===== src/rtl/ofdm_tx_pkg.sv =====
// Shared definitions for the OFDM TX frame scheduler: state encoding,
// default frame geometry and counter widths.
package ofdm_tx_pkg;

  localparam int DEF_DAT_PER_SYM = 1440;
  localparam int DEF_PRE_SYMS    = 1;
  localparam int DEF_PAY_SYMS    = 26;
  localparam int DEF_GAP_CYC     = 4;

  localparam int WORD_W = 11;
  localparam int SYM_W  = 8;
  localparam int DATA_W = 6;

  typedef enum logic [1:0] {
    ST_IDLE = 2'd0,
    ST_PRE  = 2'd1,
    ST_PAY  = 2'd2,
    ST_GAP  = 2'd3
  } frame_state_e;

endpackage


===== src/rtl/sym_counter.sv =====
// Word-within-symbol and symbol-within-frame counter; wrap strobes on the
// accepted word that completes a symbol.
module sym_counter
  import ofdm_tx_pkg::*;
#(
  parameter int DAT_PER_SYM = DEF_DAT_PER_SYM
) (
  input  logic              clk_i,
  input  logic              rst_ni,
  input  logic              inc_i,
  input  logic              clr_i,
  output logic [WORD_W-1:0] word_o,
  output logic [SYM_W-1:0]  sym_o,
  output logic              wrap_o
);

  localparam logic [WORD_W-1:0] LAST_WORD = WORD_W'(DAT_PER_SYM - 1);

  logic [WORD_W-1:0] word_q, word_d;
  logic [SYM_W-1:0]  sym_q, sym_d;

  assign wrap_o = inc_i && (word_q == LAST_WORD);
  assign word_o = word_q;
  assign sym_o  = sym_q;

  // Clear wins over increment so a frame-ending wrap leaves both counters at zero.
  always_comb begin
    word_d = word_q;
    sym_d  = sym_q;
    if (clr_i) begin
      word_d = '0;
      sym_d  = '0;
    end else if (inc_i) begin
      if (wrap_o) begin
        word_d = '0;
        sym_d  = sym_q + SYM_W'(1);
      end else begin
        word_d = word_q + WORD_W'(1);
      end
    end
  end

  always_ff @(posedge clk_i or negedge rst_ni) begin
    if (!rst_ni) begin
      word_q <= '0;
      sym_q  <= '0;
    end else begin
      word_q <= word_d;
      sym_q  <= sym_d;
    end
  end

endmodule


===== src/rtl/ofdm_tx_frame_sched.sv =====
// Frame scheduler ahead of the QAM64 modulator: muxes the preamble source
// then the payload source onto the modulator bus and frames them with a gap.
module ofdm_tx_frame_sched
  import ofdm_tx_pkg::*;
#(
  parameter int DAT_PER_SYM = DEF_DAT_PER_SYM,
  parameter int PRE_SYMS    = DEF_PRE_SYMS,
  parameter int PAY_SYMS    = DEF_PAY_SYMS,
  parameter int GAP_CYC     = DEF_GAP_CYC
) (
  input  logic              CLK_I,
  input  logic              RST_I,
  input  logic              EN_I,
  input  logic [DATA_W-1:0] A_DAT_I,
  input  logic              A_CYC_I,
  input  logic              A_STB_I,
  input  logic              A_WE_I,
  output logic              A_ACK_O,
  input  logic [DATA_W-1:0] B_DAT_I,
  input  logic              B_CYC_I,
  input  logic              B_STB_I,
  input  logic              B_WE_I,
  output logic              B_ACK_O,
  output logic [DATA_W-1:0] DAT_O,
  output logic              CYC_O,
  output logic              STB_O,
  output logic              WE_O,
  input  logic              ACK_I,
  output logic [SYM_W-1:0]  SYM_IDX_O,
  output logic              FRM_START_O,
  output logic              FRM_DONE_O,
  output logic              ERR_O
);

  if (PRE_SYMS < 1 || PAY_SYMS < 1 || GAP_CYC < 1 || PRE_SYMS + PAY_SYMS > 255 ||
      DAT_PER_SYM < 1 || DAT_PER_SYM > 2048) begin : g_bad_params
    $error("ofdm_tx_frame_sched: illegal frame geometry parameters");
  end

  localparam int GAP_W = $clog2(GAP_CYC + 1);
  localparam logic [SYM_W-1:0] LAST_PRE_SYM = SYM_W'(PRE_SYMS - 1);
  localparam logic [SYM_W-1:0] LAST_PAY_SYM = SYM_W'(PRE_SYMS + PAY_SYMS - 1);
  localparam logic [GAP_W-1:0] LAST_GAP     = GAP_W'(GAP_CYC - 1);

  frame_state_e      state_q, state_d;
  logic [GAP_W-1:0]  gap_q, gap_d;
  logic              in_pre, in_pay, src_cyc, src_stb, fire;
  logic              cnt_inc, cnt_clr, cnt_wrap;
  logic [SYM_W-1:0]  sym_idx;
  logic [WORD_W-1:0] word_cnt_unused;

  assign in_pre  = (state_q == ST_PRE);
  assign in_pay  = (state_q == ST_PAY);
  assign src_cyc = (in_pre & A_CYC_I) | (in_pay & B_CYC_I);
  assign src_stb = (in_pre & A_STB_I & A_WE_I) | (in_pay & B_STB_I & B_WE_I);
  assign fire    = src_stb & ACK_I;
  // A word accepted while its source is dropping the cycle belongs to the aborted frame.
  assign cnt_inc = fire & src_cyc;

  assign DAT_O     = in_pre ? A_DAT_I : (in_pay ? B_DAT_I : '0);
  assign CYC_O     = in_pre | in_pay;
  assign WE_O      = in_pre | in_pay;
  assign STB_O     = src_stb;
  assign A_ACK_O   = in_pre & fire;
  assign B_ACK_O   = in_pay & fire;
  assign SYM_IDX_O = sym_idx;

  sym_counter #(
    .DAT_PER_SYM (DAT_PER_SYM)
  ) u_sym_counter (
    .clk_i  (CLK_I),
    .rst_ni (RST_I),
    .inc_i  (cnt_inc),
    .clr_i  (cnt_clr),
    .word_o (word_cnt_unused),
    .sym_o  (sym_idx),
    .wrap_o (cnt_wrap)
  );

  always_comb begin
    state_d     = state_q;
    gap_d       = gap_q;
    cnt_clr     = 1'b0;
    FRM_START_O = 1'b0;
    FRM_DONE_O  = 1'b0;
    ERR_O       = 1'b0;
    unique case (state_q)
      ST_IDLE: begin
        if (RST_I && EN_I && A_CYC_I) begin
          state_d     = ST_PRE;
          FRM_START_O = 1'b1;
        end
      end
      ST_PRE: begin
        if (!A_CYC_I) begin
          state_d = ST_GAP;
          ERR_O   = 1'b1;
        end else if (cnt_wrap && sym_idx == LAST_PRE_SYM) begin
          state_d = ST_PAY;
        end
      end
      ST_PAY: begin
        if (!B_CYC_I) begin
          state_d = ST_GAP;
          ERR_O   = 1'b1;
        end else if (cnt_wrap && sym_idx == LAST_PAY_SYM) begin
          state_d    = ST_GAP;
          FRM_DONE_O = 1'b1;
          cnt_clr    = 1'b1;
        end
      end
      ST_GAP: begin
        if (gap_q == LAST_GAP) begin
          state_d = ST_IDLE;
          gap_d   = '0;
          cnt_clr = 1'b1;
        end else begin
          gap_d = gap_q + GAP_W'(1);
        end
      end
    endcase
  end

  always_ff @(posedge CLK_I or negedge RST_I) begin
    if (!RST_I) begin
      state_q <= ST_IDLE;
      gap_q   <= '0;
    end else begin
      state_q <= state_d;
      gap_q   <= gap_d;
    end
  end

endmodule


===== config.mk =====
export PLATFORM = sky130hd
export DESIGN_NAME = ofdm_tx_frame_sched
export DESIGN_NICKNAME = d
export VERILOG_FILES = /design/src/rtl/ofdm_tx_pkg.sv /design/src/rtl/sym_counter.sv /design/src/rtl/ofdm_tx_frame_sched.sv
export SDC_FILE = /design/constraint.sdc
export NUM_CORES = 1
export LEC_CHECK = 0
export ABC_AREA = 1
export CORE_ASPECT_RATIO = 1.5
export CORE_MARGIN = 2
export CORE_UTILIZATION = 45
export CTS_CLUSTER_DIAMETER = 40
export DETAILED_ROUTE_END_ITERATION = 10
export PLACE_DENSITY = 0.85
export REMOVE_ABC_BUFFERS = 1
export SYNTH_ARGS = -nofsm -noshare
export SYNTH_HDL_FRONTEND = slang
export SYNTH_SLANG_ARGS = --single-unit

===== constraint.sdc =====
create_clock -name CLK_I -period 1.8 [get_ports CLK_I]
set_clock_uncertainty 0.05 [all_clocks]
set_input_delay 0.27 -clock CLK_I [delete_from_list [all_inputs] [get_ports CLK_I]]
set_output_delay 0.27 -clock CLK_I [all_outputs]
set_load 0.05 [all_outputs]

==> impl_metrics.sql <==
INSERT INTO impl_metrics (metric_group, metric, value, unit) VALUES
('worst_setup_path', 'rr_endpoint', 'u_sym_counter.word_o[4]', ''),
('power', 'finalPower', '3.70', 'mW'),
('routing', 'finalWirelength', '7200', 'um'),
('timing', 'timing_max_transition_violations_final', '0', ''),
('power', 'static-leakage-power', '1.51', 'nW'),
('logic_synthesis', 'synth_area', '1910', 'sq um'),
('power', 'peakVddDrop', '1.57', 'mV'),
('worst_setup_path', 'reg2reg_from', 'state_q[0]', ''),
('routing', 'num_vias', '2293', ''),
('global_routing', 'antenna_found_initial', '0', ''),
('timing', 'timing.final.ws_setup', '-221', 'ps'),
('worst_setup_path', 'crit_path_end_kind', 'output port', ''),
('final_layout', 'post_route_cells_drive_above_1_share', '0.369', ''),
('floorplan', 'die_width', '57.1', 'um'),
('floorplan', 'floorplan.core_area', '4140', 'sq um'),
('global_routing', 'gr-usage-all-layers', '0.268', ''),
('cts', 'cts.path.max_buffers', '2', ''),
('run_status', 'failed_checks', 'negative setup slack', ''),
('worst_setup_path', 'critical_path.max_fanout', '4', ''),
('routing', 'avgViaCountPerCell', '5.72', ''),
('run_status', 'status', 'finished, violations left', ''),
('worst_setup_path', 'rr_worst_depth', '13', ''),
('min_path', 'hold_path_class', 'input pin to asynchronous set/reset pin', ''),
('cts', 'clk_pin_slew', '90', 'ps'),
('run', 'drv.max_cap_violation_count', '0', ''),
('timing', 'achievable-frequency', '495', 'MHz'),
('global_routing', 'grt_pass1_vias', '2291', ''),
('floorplan', 'floorplan.die.height', '83.7', 'um'),
('worst_setup_path', 'critPathKind', 'flip-flop to output port', ''),
('placement', 'place_area', '2760', 'sq um'),
('cts', 'numCtsBuffers', '3', ''),
('logic_synthesis', 'postSynth.topFlopCell', 'sky130_fd_sc_hd__dfrtp_1', ''),
('logic_synthesis', 'synthMostInstantiatedCell', 'sky130_fd_sc_hd__nand2_1', ''),
('logic_synthesis', 'post_synth_and_or_nand_nor_area_fraction', '0.453', ''),
('logic_synthesis', 'synth_xor_area_frac', '0.0506', ''),
('logic_synthesis', 'post_synth_mux_area_share', '0', ''),
('global_routing', 'wire_length_of_the_first_global_routing_pass', '10200', 'um'),
('routing', 'drc_errors', '0', ''),
('cts', 'cts_root_buf', 'sky130_fd_sc_hd__clkbuf_8', ''),
('worst_setup_path', 'critical_path_required', '1480', 'ps'),
('cts', 'cts_htree_levels', '1', ''),
('logic_synthesis', 'synth.ff_latch_count', '24', ''),
('timing', 'maxSlewHeadroom', '0.779', ''),
('logic_synthesis', 'compound_gate_portion_of_the_synthesized_area', '0.0236', ''),
('logic_synthesis', 'synth_sequential_area_ratio', '0.315', ''),
('logic_synthesis', 'synthesis.instances', '269', ''),
('global_routing', 'met3_usage', '0.0434', ''),
('final_layout', 'final-instance-count-excl-fill', '401', ''),
('logic_synthesis', 'avgSynthCellArea', '7.08', 'sq um'),
('placement', 'finalWeightedCongestion', '0.962', ''),
('routing', 'drt-wirelength-per-cell', '18.0', 'um'),
('logic_synthesis', 'async_flop_share', '1.00', ''),
('final_layout', 'fin_util', '0.769', ''),
('floorplan', 'die_area', '4780', 'sq um'),
('timing', 'final_period_minus_worst_setup_slack', '2020', 'ps'),
('logic_synthesis', 'edff_count_synth', '0', ''),
('timing', 'setup_viol', '33', ''),
('floorplan', 'start_util', '0.461', ''),
('routing', 'residual_antenna_violating_net_count_after_detailed_routing', '0', ''),
('routing', 'detail_route.iter0.violations', '113', ''),
('floorplan', 'num_rows', '29', ''),
('routing', 'dr.pass1.iters', '5', ''),
('timing', 'number_of_endpoints_with_negative_hold_slack_in_the_final_report', '0', ''),
('global_routing', 'grt_util_met1', '0.285', ''),
('logic_synthesis', 'synthTopCellsByCount', 'sky130_fd_sc_hd__nand2_1 (77), sky130_fd_sc_hd__nor2_1 (34), sky130_fd_sc_hd__inv_1 (32)', ''),
('power', 'power.density_cell_area', '1160', 'nW/um^2'),
('final_layout', 'area_growth', '66.9', '%'),
('cts', 'numClockSinks', '24', ''),
('global_routing', 'grt-busiest-layer', 'met2', ''),
('final_layout', 'num_antenna_cells', '0', ''),
('logic_synthesis', 'synth_largest_area_cell', 'sky130_fd_sc_hd__dfrtp_1', '');
## layout by cell type, fill, tap and decap left out, types with 7 or more instances in the layout
| master | n |
|---|---|
| sky130_fd_sc_hd__nand3_2 | 11 |
| sky130_fd_sc_hd__inv_1 | 28 |
| sky130_fd_sc_hd__nor2_4 | 7 |
| sky130_fd_sc_hd__buf_4 | 46 |
| sky130_fd_sc_hd__nand3_4 | 7 |
| sky130_fd_sc_hd__xor2_1 | 9 |
| sky130_fd_sc_hd__nand2_1 | 64 |
| sky130_fd_sc_hd__nand4_1 | 20 |
| sky130_fd_sc_hd__buf_12 | 16 |
| sky130_fd_sc_hd__clkdlybuf4s50_1 | 21 |
| sky130_fd_sc_hd__nor2_1 | 29 |
| sky130_fd_sc_hd__nand2_2 | 12 |
| sky130_fd_sc_hd__nand3_1 | 13 |
| sky130_fd_sc_hd__dfrtp_1 | 23 |
## registers in the layout, indices dropped and copies added, names as in the netlist
signal,count
gap_q,3
u_sym_counter.word_o,11
u_sym_counter.sym_o,8
state_q,2
## power by group
| part | switching (mW) | internal, mW |
|---|---|---|
| logic | 1.39 | 1.17 |
| clock network | 0.178 | 0.298 |
| registers | 0.0608 | 0.604 |
## kinds of logic (layout without fill, tap and decap cells)
kind of cell / Yosys count / in the layout
simple gates: 176 / 176
buf+inv: 40 / 126
flops: 24 / 24
xor+xnor: 11 / 11
fa+ha+maj: 10 / 10
compound gates: 8 / 8
## metrics by stage
step	hold slack [ps]	TNS, ps
floorplan	-75.6	-12260
global placement	419	-736
detailed placement	442	-1520
CTS	426	-1420
global route	455	-6300
finish	463	-4070
## timing repair
action / CTS / global route
resized for setup: 38 / 30
endpoints found under the setup margin: 32 / 33
setup buffers: 8 / 4
pin swaps: 11 / 12
## per-layer routing
metal	wire, um	vias up
met5	0	-
met4	408	0
met3	453	39
met2	3880	132
met1	2460	1088
li1	-	1034
## worst max-delay path, stage by stage (launching register included)
cell,delay [ps]
sky130_fd_sc_hd__dfrtp_2,460
sky130_fd_sc_hd__inv_2,100
sky130_fd_sc_hd__ha_4,180
sky130_fd_sc_hd__nand2_2,90
sky130_fd_sc_hd__nand2_4,80
sky130_fd_sc_hd__nand3_4,100
sky130_fd_sc_hd__nor2_8,110
sky130_fd_sc_hd__nand3_4,90
sky130_fd_sc_hd__inv_4,90
sky130_fd_sc_hd__buf_12,130
## cell type report
| class | count | area (sq um) |
|---|---|---|
| Clock buffer | 3 | 41.3 |
| Inverter | 33 | 134 |
| Sequential cell | 24 | 602 |
| Tap cell | 46 | 57.6 |
| Clock inverter | 1 | 30.0 |
| Fill cell | 232 | 956 |
| Multi-Input combinational cell | 205 | 1370 |
| Timing Repair Buffer | 89 | 947 |
## how the worst max path moves through the flow
stage / from / to / slack, ps
after global routing: u_sym_counter.sym_o[2] / FRM_DONE_O / -290
after floorplan: state_q[0] / ERR_O / -1090
after detailed placement: A_CYC_I / FRM_DONE_O / -110
after global placement: A_CYC_I / FRM_DONE_O / -90
final: state_q[0] / FRM_DONE_O / -220
after CTS: state_q[0] / FRM_DONE_O / -180
Note: power is estimated with default switching activity, not from simulation.
